===== src/rtl/coeff_bank_loader.sv =====
// Streams NUM_TAPS coefficients from a local FIFO into an idle filter bank that is not in use,
// then optionally switches that axis over to the freshly loaded bank.
module coeff_bank_loader #(
  parameter int NUM_TAPS   = 32,
  parameter int COEFF_W    = 17,
  parameter int FIFO_DEPTH = 32
) (
  input  logic                          i_sys_clk,
  input  logic                          i_rst,
  input  logic                          i_coeff_wr,
  input  logic [COEFF_W-1:0]            i_coeff_data,
  output logic [$clog2(FIFO_DEPTH):0]   o_fifo_count,
  output logic                          o_fifo_ovf,
  input  logic                          i_cmd_start,
  input  logic [1:0]                    i_cmd_axis,
  input  logic [1:0]                    i_cmd_bank,
  input  logic                          i_cmd_swap,
  input  logic                          i_filter_busy,
  output logic                          o_busy,
  output logic                          o_done,
  output logic                          o_err,
  output logic                          o_update_en,
  output logic [1:0]                    o_update_axis,
  output logic [1:0]                    o_update_bank,
  output logic [$clog2(NUM_TAPS)-1:0]   o_update_index,
  output logic [COEFF_W-1:0]            o_update_value,
  output logic [1:0]                    o_x_bank,
  output logic [1:0]                    o_y_bank,
  output logic [1:0]                    o_z_bank
);

  localparam int IDX_W = $clog2(NUM_TAPS);
  localparam int PTR_W = $clog2(FIFO_DEPTH);
  localparam int CNT_W = PTR_W + 1;
  localparam logic [IDX_W-1:0] LAST_IDX = IDX_W'(NUM_TAPS - 1);

  typedef enum logic [2:0] {S_IDLE, S_CHECK, S_WRITE, S_SWAP, S_FIN} state_t;

  state_t             r_state, w_state_nxt;
  logic [COEFF_W-1:0] r_mem [FIFO_DEPTH];
  logic [PTR_W-1:0]   r_wr_ptr, r_rd_ptr;
  logic [CNT_W-1:0]   r_count;
  logic               r_ovf;
  logic [1:0]         r_axis, r_bank;
  logic               r_swap;
  logic [IDX_W-1:0]   r_cnt;
  logic               r_err, r_done;
  logic               r_upd_en;
  logic [1:0]         r_upd_axis, r_upd_bank;
  logic [IDX_W-1:0]   r_upd_index;
  logic [COEFF_W-1:0] r_upd_value;
  logic [1:0]         r_x_bank, r_y_bank, r_z_bank;

  logic       w_full, w_empty, w_push, w_pop;
  logic       w_start, w_err_nxt, w_done_nxt, w_swap_now;
  logic [1:0] w_active_bank;

  assign w_full  = (r_count == CNT_W'(FIFO_DEPTH));
  assign w_empty = (r_count == '0);
  assign w_push  = i_coeff_wr && !w_full;

  always_ff @(posedge i_sys_clk) begin
    if (w_push) r_mem[r_wr_ptr] <= i_coeff_data;
  end

  always_ff @(posedge i_sys_clk) begin
    if (i_rst) begin
      r_wr_ptr <= '0;
      r_rd_ptr <= '0;
      r_count  <= '0;
      r_ovf    <= 1'b0;
    end else begin
      if (w_push) r_wr_ptr <= r_wr_ptr + PTR_W'(1);
      if (w_pop)  r_rd_ptr <= r_rd_ptr + PTR_W'(1);
      if (w_push && !w_pop)      r_count <= r_count + CNT_W'(1);
      else if (!w_push && w_pop) r_count <= r_count - CNT_W'(1);
      if (i_coeff_wr && w_full) r_ovf <= 1'b1;
      else if (w_start)         r_ovf <= 1'b0;
    end
  end

  always_comb begin
    case (r_axis)
      2'd0:    w_active_bank = r_x_bank;
      2'd1:    w_active_bank = r_y_bank;
      2'd2:    w_active_bank = r_z_bank;
      default: w_active_bank = 2'd0;
    endcase
  end

  always_ff @(posedge i_sys_clk) begin
    if (i_rst) r_state <= S_IDLE;
    else       r_state <= w_state_nxt;
  end

  always_comb begin
    w_state_nxt = r_state;
    w_start     = 1'b0;
    w_pop       = 1'b0;
    w_err_nxt   = 1'b0;
    w_done_nxt  = 1'b0;
    w_swap_now  = 1'b0;
    case (r_state)
      S_IDLE: if (i_cmd_start) begin
        w_start     = 1'b1;
        w_state_nxt = S_CHECK;
      end
      S_CHECK: begin
        // Never overwrite the bank the filter is running on, and only start with a full set queued.
        if (r_axis == 2'd3 || r_bank == w_active_bank || r_count < CNT_W'(NUM_TAPS)) begin
          w_err_nxt   = 1'b1;
          w_state_nxt = S_IDLE;
        end else begin
          w_state_nxt = S_WRITE;
        end
      end
      S_WRITE: if (!w_empty && !i_filter_busy) begin
        w_pop = 1'b1;
        if (r_cnt == LAST_IDX) w_state_nxt = r_swap ? S_SWAP : S_FIN;
      end
      S_SWAP: if (!i_filter_busy) begin
        w_swap_now  = 1'b1;
        w_state_nxt = S_FIN;
      end
      S_FIN: begin
        w_done_nxt  = 1'b1;
        w_state_nxt = S_IDLE;
      end
      default: w_state_nxt = S_IDLE;
    endcase
  end

  always_ff @(posedge i_sys_clk) begin
    if (i_rst) begin
      r_axis      <= '0;
      r_bank      <= '0;
      r_swap      <= 1'b0;
      r_cnt       <= '0;
      r_err       <= 1'b0;
      r_done      <= 1'b0;
      r_upd_en    <= 1'b0;
      r_upd_axis  <= '0;
      r_upd_bank  <= '0;
      r_upd_index <= '0;
      r_upd_value <= '0;
      r_x_bank    <= '0;
      r_y_bank    <= '0;
      r_z_bank    <= '0;
    end else begin
      r_err    <= w_err_nxt;
      r_done   <= w_done_nxt;
      r_upd_en <= w_pop;
      if (w_start) begin
        r_axis <= i_cmd_axis;
        r_bank <= i_cmd_bank;
        r_swap <= i_cmd_swap;
      end
      if (r_state == S_CHECK) r_cnt <= '0;
      if (w_pop) begin
        r_upd_axis  <= r_axis;
        r_upd_bank  <= r_bank;
        r_upd_index <= r_cnt;
        r_upd_value <= r_mem[r_rd_ptr];
        r_cnt       <= r_cnt + IDX_W'(1);
      end
      if (w_swap_now) begin
        case (r_axis)
          2'd0:    r_x_bank <= r_bank;
          2'd1:    r_y_bank <= r_bank;
          default: r_z_bank <= r_bank;
        endcase
      end
    end
  end

  assign o_fifo_count   = r_count;
  assign o_fifo_ovf     = r_ovf;
  assign o_busy         = (r_state != S_IDLE);
  assign o_done         = r_done;
  assign o_err          = r_err;
  assign o_update_en    = r_upd_en;
  assign o_update_axis  = r_upd_axis;
  assign o_update_bank  = r_upd_bank;
  assign o_update_index = r_upd_index;
  assign o_update_value = r_upd_value;
  assign o_x_bank       = r_x_bank;
  assign o_y_bank       = r_y_bank;
  assign o_z_bank       = r_z_bank;

endmodule


===== config.mk =====
export PLATFORM = sky130hd
export DESIGN_NAME = coeff_bank_loader
export DESIGN_NICKNAME = d
export VERILOG_FILES = /design/src/rtl/coeff_bank_loader.sv
export SDC_FILE = /design/constraint.sdc
export NUM_CORES = 1
export LEC_CHECK = 0
export BUFFER_PORTS_ARGS = -buffer_cell sky130_fd_sc_hd__buf_2
export CAP_MARGIN = 20
export CORE_MARGIN = 4
export CORE_UTILIZATION = 47
export DETAILED_ROUTE_END_ITERATION = 7
export GPL_TIMING_DRIVEN = 1
export PLACE_DENSITY_LB_ADDON = 0.12
export SETUP_SLACK_MARGIN = 0.02
export SLEW_MARGIN = 20
export SYNTH_ARGS = -nofsm -noshare
export SYNTH_HDL_FRONTEND = slang
export SYNTH_SLANG_ARGS = --single-unit

===== constraint.sdc =====
create_clock -name i_sys_clk -period 9.7 [get_ports i_sys_clk]
set_input_delay 0.485 -clock i_sys_clk [delete_from_list [all_inputs] [get_ports i_sys_clk]]
set_output_delay 0.485 -clock i_sys_clk [all_outputs]
set_load 0.005 [all_outputs]

== Word level (Yosys, flattened, before mapping) ==
Memory sizes are Yosys's and may differ from the RTL's. A register that Yosys moved wholly into a read port is not among the register bits.
Index checks and enable logic that the tools add are counted.
Cells by class
  muxes and demuxes: 24
  $lt $le $gt $ge: 1
  add/subtract/negate cells: 5
  reductions and logical operators: 25
  bitwise operators: 2
  equal/unequal tests: 14
Operators with widths (count)
  5-bit by 1-bit adder with 5-bit output (second input constant): 3
  3-bit two-way mux: 5
  1-bit two-way mux: 12
  6-bit two-way mux: 2
  3-bit case mux with 4 select lines: 1
  5-bit two-way mux: 2
  2-bit != test (second input constant): 4
  6-bit by 1-bit adder with 6-bit output (second input constant): 1
  3-bit by 2-bit == test with 1-bit output (second input constant): 2
  6-bit == test (second input constant): 1
  6-bit zero test: 1
  6-bit less-than comparator (second input constant): 1
  2-bit case mux with 3 select lines: 1
  2-bit AND reduction: 3
  2-bit nonzero test: 3
  6-bit by 1-bit subtractor with 6-bit output (second input constant): 1
  5-bit == test (second input constant): 1
  1-bit logical AND: 5
  1-bit zero test: 5
  2-bit == test (second input constant): 2
  4-bit AND reduction: 1
  2-bit OR reduction: 2
  3-bit by 1-bit == test with 1-bit output (second input constant): 1
  3-bit == test (second input constant): 1
  8 further kinds: 10
Storage, ports and cells
  register bits after elaboration: 48
  memory bits (writable): 544
  word-level logic and storage cells: 90
  memories: 1
Memories
  r_mem: depth 32, bits a word 17, rd ports 1, clocked after memory_dff 1, wr ports 1, RTL line 40  | logic [COEFF_W-1:0] r_mem [FIFO_DEPTH];

== Longest topological paths before layout ==
Gate-level depths: netlist of the first run.
  depth in word-level cells: 8
  gate-level depth with buffers: 12
  gate-level depth less buffers: 11

== Least setup slack after synthesis of the first run ==
No wires, ideal clock.
  kind: register to register
  from: register r_count[1], in the netlist o_fifo_count[1]
  to: register r_count[5], in the netlist o_fifo_count[5]
  period minus slack after synthesis: 3203 ps
  data required time: 9579 ps
  stages on the path, launching flop included: 13
  arrival: 3082 ps
  buffers on the path: 1
  path slack: 6497 ps
  cells stage by stage: dfxtp_1 > or4_4 > o311a_1 > inv_2 > buf_2 > ha_1 > inv_1 > ha_1 > nor4_1 > a41o_1 > a31oi_1 > o311ai_0 > mux2_2
On the way
  longest elaborated chain between the ends: 8
  elaborated cells between the ends (all ways): 17
  those cells by class: add/sub: 2; eq/ne: 1; mux: 4; reduce/logical: 10
Ends and longest elaborated chain
  start, declared: RTL line 42  | logic [CNT_W-1:0] r_count;
  start signal, assigned: RTL line 75  | if (w_push && !w_pop) r_count <= r_count + CNT_W'(1);
  start signal, assigned: RTL line 76  | else if (!w_push && w_pop) r_count <= r_count - CNT_W'(1);
  branches (longest 8 deep; another with 6-bit by 1-bit subtractor with 6-bit output)
Parallel ways; which one is timed is not known. The select of a mux whose other input is x is not followed.
A chain may end at the register's enable or synchronous reset.

== Worst setup path in the final report of the first run ==
Same ends and word-level chain as after synthesis.

==> flow_metrics.tcl, run 1 <==
set metrics [dict create \
    outcome "complete, no violations" \
    synth_simple_gate_area_share_pct 3.14 \
    fraction_of_the_mapped_netlist_area_in_compound_gates_pct 5.50 \
    grt_use_total_pct 21.8 \
    hold_viol 0 \
    yosysSeqAreaShare_pct 75.0 \
    final_max_slew_viol_count 0 \
    first_pass_grt_wire_length_um 84200 \
    drc 0 \
    final.setup.tns_ps 0 \
    timing.hold.worst.class "in2reg" \
    postSynthRegisterBits 609 \
    final_cell_count_no_fill 2063 \
    die_x_um 232 \
    syn-cell-area_um2 23500 \
    synth_edf_count 544 \
    areaGrowthSynthToFinish_pct 14.3 \
    synth_nets 1276 \
    rrSetupSlack_ps 5820 \
    synth.avg_cell_area_um2 19.0 \
    buffer_ports.inserted 69 \
    dr_total_vias 12101 \
    post_cts_resized 0 \
    synth_top_flop_cell "sky130_fd_sc_hd__edfxtp_1" \
    most_frequent_cells_in_the_layout "sky130_fd_sc_hd__edfxtp_1, sky130_fd_sc_hd__mux4_2, sky130_fd_sc_hd__mux2i_1, sky130_fd_sc_hd__clkbuf_16, sky130_fd_sc_hd__buf_2" \
    cts.reportedPaths.clkPinSlew_ps 60 \
    layout-drive-gt1-share_pct 25.3 \
    setup_violations 0 \
    path_max_fanout 20 \
    via_count_of_the_first_global_routing_pass 12116 \
    synth_cell_type_count 57 \
    grt-ovfl-total 0 \
    async_flop_share_pct 0 \
    clock-root-buffer "sky130_fd_sc_hd__clkbuf_16" \
    timing_worst_setup_path_type "reg2reg" \
    cts_tree "done" \
    placeableCoreArea_um2 49300 \
    detailedRoute.firstIterationViolations 1144 \
    number_of_placement_rows 81 \
    yosys.area_share.xor_xnor_pct 0.484 \
    final_antenna_net_count 0 \
    cts.repair_timing.setup_buffer_count 0 \
    final_net_count 1388 \
    numClockSinks 609 \
    cts_inserted_buffers 66 \
    grt_start_max_net_pins 50 \
    clk_latency_ps 590 \
    worst_setup_path_startpoint "o_fifo_count[1]" \
    holdBufCountCts 0 \
    die_area_um2 53700 \
    detail_route.vias_per_cell 5.87 \
    netlist_instances 1236 \
    dieHeight_um 232 \
    numPlacedInstances 1944 \
    max_freq_ghz 0.258 \
    final_period_minus_worst_setup_slack_ps 3880 \
    worstSetupEndpointType "flip-flop" \
    critical_path_end "o_fifo_count[5]" \
    grt_setup_unrepaired "no" \
    detail_route.wl_per_cell_um 28.1 \
    final.setup_skew_ps 23.1 \
    crit-reg2reg-launch "o_fifo_count[1]" \
    worstRegToRegCells 11 \
    fin_total_pwr_mw 5.70 \
    initial_core_util_pct 47.8 \
    cell_leakage_power_nw 8.53 \
    power_density_nw_per_um2 212 \
    worst_ep_required_time_ps 10160 \
    drv.max_cap_violation_count 0 \
    half_perimeter_wire_length_of_the_detailed_placement_result_um 33900 \
    yosys.area_share.adder_pct 0.723 \
    yosysWarnings 0 \
    final.period_utilization_pct 40.0 \
    grt_antenna_before_repair 2 \
    synth_top_family_by_area "multiplexers" \
    layout.cells.most_common "sky130_fd_sc_hd__edfxtp_1" \
    ctsLongestPathBuffers 3 \
    max_slew.worst_pin.slew_ps 968 \
    pin_count 70 \
    firstDrtPassIters 5 \
    worst_setup_path_start_kind "flip-flop" \
    timing.rr.end "o_fifo_count[5]" \
    max_slew_margin_pct 35.4 \
    worstPathArrival_ps 4340 \
    cts_htree_levels 3 \
    wl_um 57900 \
    gp_congestion 0.779 \
    ir_drop_mv 0.147 \
    post_synth_mux_area_share_pct 13.4 \
]
-- kinds of logic (layout without fill, tap and decap cells) --
| group | count (synthesis) | in the layout |
|---|---|---|
| simple gates | 161 | 161 |
| other cells | 0 | 1 |
| xor+xnor | 13 | 13 |
| compound gates | 177 | 177 |
| flops | 609 | 609 |
| fa+ha+maj | 13 | 13 |
| mux | 185 | 185 |
| buf+inv | 78 | 240 |
-- how the worst min path moves through the flow --
stage / startpoint / end / slack (ps) / depth (start not counted)
2_1_floorplan: r_cnt[4] / o_update_index[4] / 450 / 2
4_1_cts: i_cmd_bank[0] / r_bank[0] / 120 / 3
3_3_place_gp: o_update_index[0] / o_update_index[0] / 450 / 2
5_1_grt: i_cmd_axis[0] / r_axis[0] / 160 / 3
6_report: i_cmd_bank[0] / r_bank[0] / 150 / 3
3_5_place_dp: o_update_index[0] / o_update_index[0] / 450 / 2
-- stage by stage --
step | hold WS (ps) | instance area (um2) | worst slack, ps | utilization [%]
2_1_floorplan | 449 | 23500 | 6500 | -
3_3_place_gp | 452 | 24700 | 5850 | 50.2
3_5_place_dp | 447 | 24700 | 5830 | 50.2
4_1_cts | 118 | 26900 | 5820 | 54.6
5_1_grt | 162 | 26900 | 5520 | 54.6
6_report | 150 | 26900 | 5820 | 54.6
-- metal layers --
| layer | up-vias | track usage (%) | wire length [um] |
|---|---|---|---|
| met3 | 70 | 4.83 | 3800 |
| met5 | - | 0 | 13 |
| li1 | 5271 | - | - |
| met2 | 367 | 34.4 | 27500 |
| met4 | 2 | 5.31 | 1290 |
| met1 | 6391 | 31.3 | 25400 |
-- power by group --
part           switching [mW]  total [mW]  internal (mW)
combinational           0.194       0.306          0.112
sequential             0.0300        2.93           2.90
clock                   0.969        2.46           1.49
total                    1.19        5.70           4.50
-- state kept, by name, indices dropped and copies added, names as in the netlist, 3 cells and up --
| signal | count |
|---|---|
| r_rd_ptr | 5 |
| r_wr_ptr | 5 |
| o_fifo_count | 6 |
| r_state | 3 |
| r_cnt | 5 |
| o_update_index | 5 |
| r_mem | 544 |
| o_update_value | 17 |
-- area by class of cell --
class                           count  area (um2)
Fill cell                        3883       22400
Timing Repair Buffer              111         661
Clock buffer                       93        1930
Sequential cell                   609       17600
Multi-Input combinational cell    549        5550
Antenna cell                        1        2.50
Clock inverter                     25         219
Tap cell                          664         831
Inverter                           11        41.3
-- critical path, cell delays in order (launching register included) --
cell,delay (ps)
sky130_fd_sc_hd__dfxtp_1,370
sky130_fd_sc_hd__or4_4,580
sky130_fd_sc_hd__o311a_1,610
sky130_fd_sc_hd__inv_2,370
sky130_fd_sc_hd__ha_1,330
sky130_fd_sc_hd__inv_1,150
sky130_fd_sc_hd__ha_1,300
sky130_fd_sc_hd__a21o_1,170
sky130_fd_sc_hd__a21oi_1,270
sky130_fd_sc_hd__o21ai_0,110
sky130_fd_sc_hd__o311ai_0,120
sky130_fd_sc_hd__mux2_2,380
-- synth_stat cells (13+ instances only) --
cell type                  instances  area, um2
sky130_fd_sc_hd__nor2_1           70        263
sky130_fd_sc_hd__nand2_1          39        146
sky130_fd_sc_hd__clkbuf_1         34        128
sky130_fd_sc_hd__dfxtp_1          65       1300
sky130_fd_sc_hd__a22o_1           27        236
sky130_fd_sc_hd__o221ai_1         13        114
sky130_fd_sc_hd__buf_2            13       65.1
sky130_fd_sc_hd__o21ai_0          15       75.1
sky130_fd_sc_hd__a21oi_1          47        235
sky130_fd_sc_hd__mux4_2          101       2270
sky130_fd_sc_hd__edfxtp_1        544      16300
sky130_fd_sc_hd__mux2i_1          81        811
sky130_fd_sc_hd__a22oi_1          27        203
No activity file was read; power rests on OpenSTA's default activity.
==> run 2: changes to the inputs <==
==> constraint.sdc (replaced) <==
create_clock -name i_sys_clk -period 3.4 [get_ports i_sys_clk]
set_input_delay 0.17 -clock i_sys_clk [delete_from_list [all_inputs] [get_ports i_sys_clk]]
set_output_delay 0.17 -clock i_sys_clk [all_outputs]
set_load 0.005 [all_outputs]
==> run 2 against run 1 <==
Count of clock-buffer cells in the layout up 4. Clock power grew to 2.8 times the previous value. First-iteration DRC count decreased by 13%. Register-to-register slack lost 5600 ps. Combinational power grew to 3.1 times the previous value. Non-clock buffer count up 38. Power grew to 2.9 times the previous value. Cell area is 1.4% higher. Via count rose by 1.2%. Highest routed layer is now met4.
==> flow_metrics.tcl, run 2 (synthesis gave the netlist of run 1 again) <==
set metrics [dict create \
    outcome "complete, no violations" \
    worst_setup_path_startpoint "o_fifo_count[1]" \
    gp_congestion 0.790 \
    cts_htree_levels 3 \
    layout-drive-gt1-share_pct 26.2 \
    postLayoutCoreUtil_pct 55.3 \
    areaGrowthSynthToFinish_pct 15.8 \
    firstDrtPassIters 5 \
    wl_um 56600 \
    die_area_um2 53700 \
    grt_setup_unrepaired "no" \
    worst_ep_required_time_ps 3870 \
    ir_drop_mv 0.349 \
    worstRegToRegCells 11 \
    multi_input_area_um2 5550 \
    grt_use_total_pct 21.4 \
    rrSetupSlack_ps 260 \
    hold_viol 0 \
    hold_critical_path_depth 1 \
    cts.reportedPaths.clkPinSlew_ps 60 \
    whs_endpoint "r_mem[5][8]" \
    final_max_slew_viol_count 0 \
    pin_count 70 \
    final_period_minus_worst_setup_slack_ps 3140 \
    most_frequent_cells_in_the_layout "sky130_fd_sc_hd__edfxtp_1, sky130_fd_sc_hd__mux4_2, sky130_fd_sc_hd__mux2i_1, sky130_fd_sc_hd__clkbuf_16, sky130_fd_sc_hd__buf_2" \
    detail_route.vias_per_cell 5.83 \
    final.setup.tns_ps 0 \
    final-seq-area_um2 17600 \
    final.period_utilization_pct 92.3 \
    clock-root-buffer "sky130_fd_sc_hd__clkbuf_16" \
    clk_latency_ps 590 \
    power_density_nw_per_um2 596 \
    cell_leakage_power_nw 8.70 \
    half_perimeter_wire_length_of_the_detailed_placement_result_um 33400 \
    dr_total_vias 12245 \
    hold_path_startpoint "i_coeff_data[8]" \
    number_of_placement_rows 81 \
    layout.cells.most_common "sky130_fd_sc_hd__edfxtp_1" \
    path_max_fanout 6 \
    placeableCoreArea_um2 49300 \
    ctsLongestPathBuffers 3 \
    grt-ovfl-total 0 \
    final.setup_skew_ps 25.7 \
    largest_reg_flops 544 \
    timing.hold.worst.class "in2reg" \
    cts_inserted_buffers 66 \
    detailedRoute.firstIterationViolations 991 \
    detail_route.wl_per_cell_um 26.9 \
    worstPathArrival_ps 3610 \
    drv.max_cap_violation_count 0 \
    crit-reg2reg-launch "o_fifo_count[1]" \
    via_count_of_the_first_global_routing_pass 12401 \
    max_slew.worst_pin.slew_ps 1090 \
    drc 0 \
    final_antenna_net_count 0 \
    buffer_ports.inserted 69 \
    fillCellCount 3868 \
    worstSetupEndpointType "flip-flop" \
    grt_antenna_before_repair 0 \
    grt_start_max_net_pins 37 \
    setup_violations 0 \
    max_freq_ghz 0.319 \
    final_net_count 1426 \
    first_pass_grt_wire_length_um 83500 \
    initial_core_util_pct 47.8 \
    timing_worst_setup_path_type "reg2reg" \
    largest_register "r_mem" \
    dieHeight_um 232 \
    cts_tree "done" \
    timing.rr.end "o_fifo_count[5]" \
    numClockSinks 609 \
    worst_setup_path_start_kind "flip-flop" \
    die_x_um 232 \
    max_slew_margin_pct 26.7 \
]
## run 2: repair_timing
action / in CTS / in global routing
endpoints found under the hold margin: 11 / 0
setup endpoints to repair: 0 / 1
setup buffers: 0 / 0
hold buffers: 9 / 0
resized for setup: 0 / 2
## run 2: worst max-delay path: stages, from the launching register on
cell	delay (ps)
sky130_fd_sc_hd__dfxtp_1	350
sky130_fd_sc_hd__or4_4	580
sky130_fd_sc_hd__o311a_1	330
sky130_fd_sc_hd__inv_2	70
sky130_fd_sc_hd__ha_2	230
sky130_fd_sc_hd__inv_1	140
sky130_fd_sc_hd__ha_1	360
sky130_fd_sc_hd__nor4_1	290
sky130_fd_sc_hd__a41o_1	140
sky130_fd_sc_hd__a31oi_1	40
sky130_fd_sc_hd__o311ai_0	130
sky130_fd_sc_hd__mux2_2	370
## run 2: worst max path at each step
stage / endpoint / slack, ps
after floorplan: o_fifo_count[5] / 200
after global placement: o_fifo_count[5] / 260
after detailed placement: o_fifo_count[5] / 180
after CTS: o_fifo_count[5] / 170
after global routing: o_fifo_count[5] / 90
final: o_fifo_count[5] / 260
## run 2: layout make-up
class | instances | share of cell area (%)
clock buffers | 97 | 6.98
inverters | 11 | 0.152
clock inverters | 21 | 0.748
diodes | 1 | 0.00918
well taps | 664 | 3.05
flip-flops and latches | 609 | 64.8
repair buffers | 149 | 3.92
multi-input cells | 549 | 20.4
## run 2: through the flow
step	power (mW)	area, um2	worst slack, ps	std cells	hold slack (ps)
after floorplan	9.00	23500	197	1236	269
after global placement	9.42	25000	263	1972	403
after detailed placement	9.46	25000	176	1973	421
after CTS	16.4	27200	168	2100	117
after global routing	16.8	27200	94.1	2100	135
final	16.3	27300	262	2101	145
## run 2: routing by layer
| layer | up-vias | GRT usage (%) | part of all wire [%] |
|---|---|---|---|
| li1 | 5355 | - | - |
| met1 | 6472 | 30.9 | 45 |
| met3 | 75 | 3.88 | 5.3 |
| met2 | 343 | 34.2 | 48 |
| met5 | - | 0 | 0 |
| met4 | 0 | 5.14 | 2.0 |
## run 2: where the power goes
part	switching (mW)	leakage [nW]	internal, mW	total, mW
registers	0.0794	5.43	8.29	8.37
clock network	2.77	1.03	4.18	6.95
logic	0.583	2.24	0.357	0.940
==> run 3: changes to the inputs <==
--- a/config.mk
+++ b/config.mk
@@ -8,7 +8,7 @@
 export BUFFER_PORTS_ARGS = -buffer_cell sky130_fd_sc_hd__buf_2
 export CAP_MARGIN = 20
 export CORE_MARGIN = 4
-export CORE_UTILIZATION = 47
+export CORE_UTILIZATION = 25
 export DETAILED_ROUTE_END_ITERATION = 7
 export GPL_TIMING_DRIVEN = 1
 export PLACE_DENSITY_LB_ADDON = 0.12
==> run 3 against run 2 <==
Maximum frequency decreased by 1.4%. Highest routed layer unchanged. Sequential power hardly changed. Core utilization down 25 points.
==> flow_metrics.tcl, run 3 (synthesis gave the netlist of run 1 again) <==
set metrics [dict create \
    outcome "complete, no violations" \
    cell_leakage_power_nw 8.76 \
    firstDrtPassIters 4 \
    wl_um 65900 \
    area_after_dpl_um2 25800 \
    final.setup.tns_ps 0 \
    hold_critical_path_depth 1 \
    ir_drop_mv 0.277 \
    initial_core_util_pct 25.2 \
    die_area_um2 99100 \
    gp_congestion 0.713 \
    setup_violations 0 \
    path_max_fanout 6 \
    ctsLongestPathBuffers 3 \
    worstPathArrival_ps 3670 \
    buffer_ports.inserted 69 \
    drc 0 \
    dieHeight_um 315 \
    max_slew.worst_pin.slew_ps 1050 \
    grt_antenna_before_repair 3 \
    layout.cells.most_common "sky130_fd_sc_hd__edfxtp_1" \
    largest_reg_flops 544 \
    final.period_utilization_pct 93.6 \
    hold_viol 0 \
    cts_htree_levels 3 \
    final_period_minus_worst_setup_slack_ps 3180 \
    largest_register "r_mem" \
    final.setup_skew_ps 14.1 \
    timing.hold.worst.class "in2reg" \
    cts_tree "done" \
    number_of_placement_rows 112 \
    die_x_um 315 \
    most_frequent_cells_in_the_layout "sky130_fd_sc_hd__edfxtp_1, sky130_fd_sc_hd__mux4_2, sky130_fd_sc_hd__mux2i_1, sky130_fd_sc_hd__clkbuf_16, sky130_fd_sc_hd__buf_2" \
    final_antenna_net_count 0 \
    max_freq_ghz 0.314 \
    clk_latency_ps 600 \
    final_net_count 1437 \
    detail_route.vias_per_cell 4.44 \
    cts.reportedPaths.clkPinSlew_ps 60 \
    worstRegToRegCells 10 \
    post-route-cell-area_um2 28100 \
    worst_setup_path_start_kind "flip-flop" \
    clock-root-buffer "sky130_fd_sc_hd__clkbuf_16" \
    numPlacedInstances 2568 \
    dr_total_vias 12035 \
    grt_start_max_net_pins 40 \
    grt_use_total_pct 13.3 \
    drv.max_cap_violation_count 0 \
    cts.repair_timing.setup_buffer_count 0 \
    timing_worst_setup_path_type "reg2reg" \
    detailedRoute.firstIterationViolations 854 \
    fin_total_pwr_mw 16.5 \
    first_pass_grt_wire_length_um 94200 \
    power_density_nw_per_um2 586 \
    placeableCoreArea_um2 93300 \
    via_count_of_the_first_global_routing_pass 12527 \
    worst_ep_required_time_ps 3890 \
    postLayoutCoreUtil_pct 30.1 \
    final_cell_count_no_fill 2710 \
    half_perimeter_wire_length_of_the_detailed_placement_result_um 39400 \
    max_slew_margin_pct 29.6 \
    detail_route.wl_per_cell_um 24.3 \
    grt-ovfl-total 0 \
    areaGrowthSynthToFinish_pct 19.5 \
    pin_count 70 \
    final_max_slew_viol_count 0 \
    grt_setup_unrepaired "no" \
    layout-drive-gt1-share_pct 27.5 \
    rrSetupSlack_ps 220 \
    cts_inserted_buffers 72 \
    numClockSinks 609 \
    worstSetupEndpointType "flip-flop" \
]
-- run 3: power breakdown --
group | switching (mW) | total (mW) | internal [mW]
registers | 0.0725 | 8.36 | 8.29
logic | 0.626 | 0.991 | 0.365
clock network | 2.99 | 7.12 | 4.13
total | 3.69 | 16.5 | 12.8
-- run 3: repair_timing --
item,in CTS,in global routing
hold buffers,9,0
endpoints found under the setup margin,0,1
endpoints found under the hold margin,14,0
resized for setup,0,3
-- run 3: metal layers --
metal  vias up  routed length (um)  GRT usage, %
li1       5378                   -             -
met3        83                2500          1.97
met5         -                   0             0
met2       248               31200          21.3
met4         0                1180          3.21
met1      6326               31000          19.2
-- run 3: layout make-up --
class                   count  area (um2)
fillers                  9227       65200
flip-flops and latches    609       17600
multi-input cells         549        5590
clock buffers             100        1970
well taps                1254        1570
repair buffers            154        1100
clock inverters            30         188
inverters                  11        41.3
diodes                      3        7.51
-- run 3: critical path, stage by stage, from the launching register on --
cell	delay, ps
sky130_fd_sc_hd__dfxtp_1	360
sky130_fd_sc_hd__or4_4	590
sky130_fd_sc_hd__o311a_1	330
sky130_fd_sc_hd__inv_2	70
sky130_fd_sc_hd__ha_2	240
sky130_fd_sc_hd__inv_1	130
sky130_fd_sc_hd__ha_1	300
sky130_fd_sc_hd__a21o_1	130
sky130_fd_sc_hd__a21oi_2	80
sky130_fd_sc_hd__o311ai_0	470
sky130_fd_sc_hd__mux2_2	380
-- run 3: worst paths after layout --
path                           end        startpoint
setup / recovery   o_fifo_count[5]   o_fifo_count[1]
hold / removal        r_mem[11][7]   i_coeff_data[7]
setup reg to reg   o_fifo_count[5]   o_fifo_count[1]
hold reg to reg   o_update_bank[1]  o_update_bank[1]
-- run 3: stage by stage --
stage	setup slack (ps)	hold slack (ps)
floorplan	197	269
global placement	191	404
detailed placement	144	415
CTS	123	143
global route	25.4	165
finish	217	144
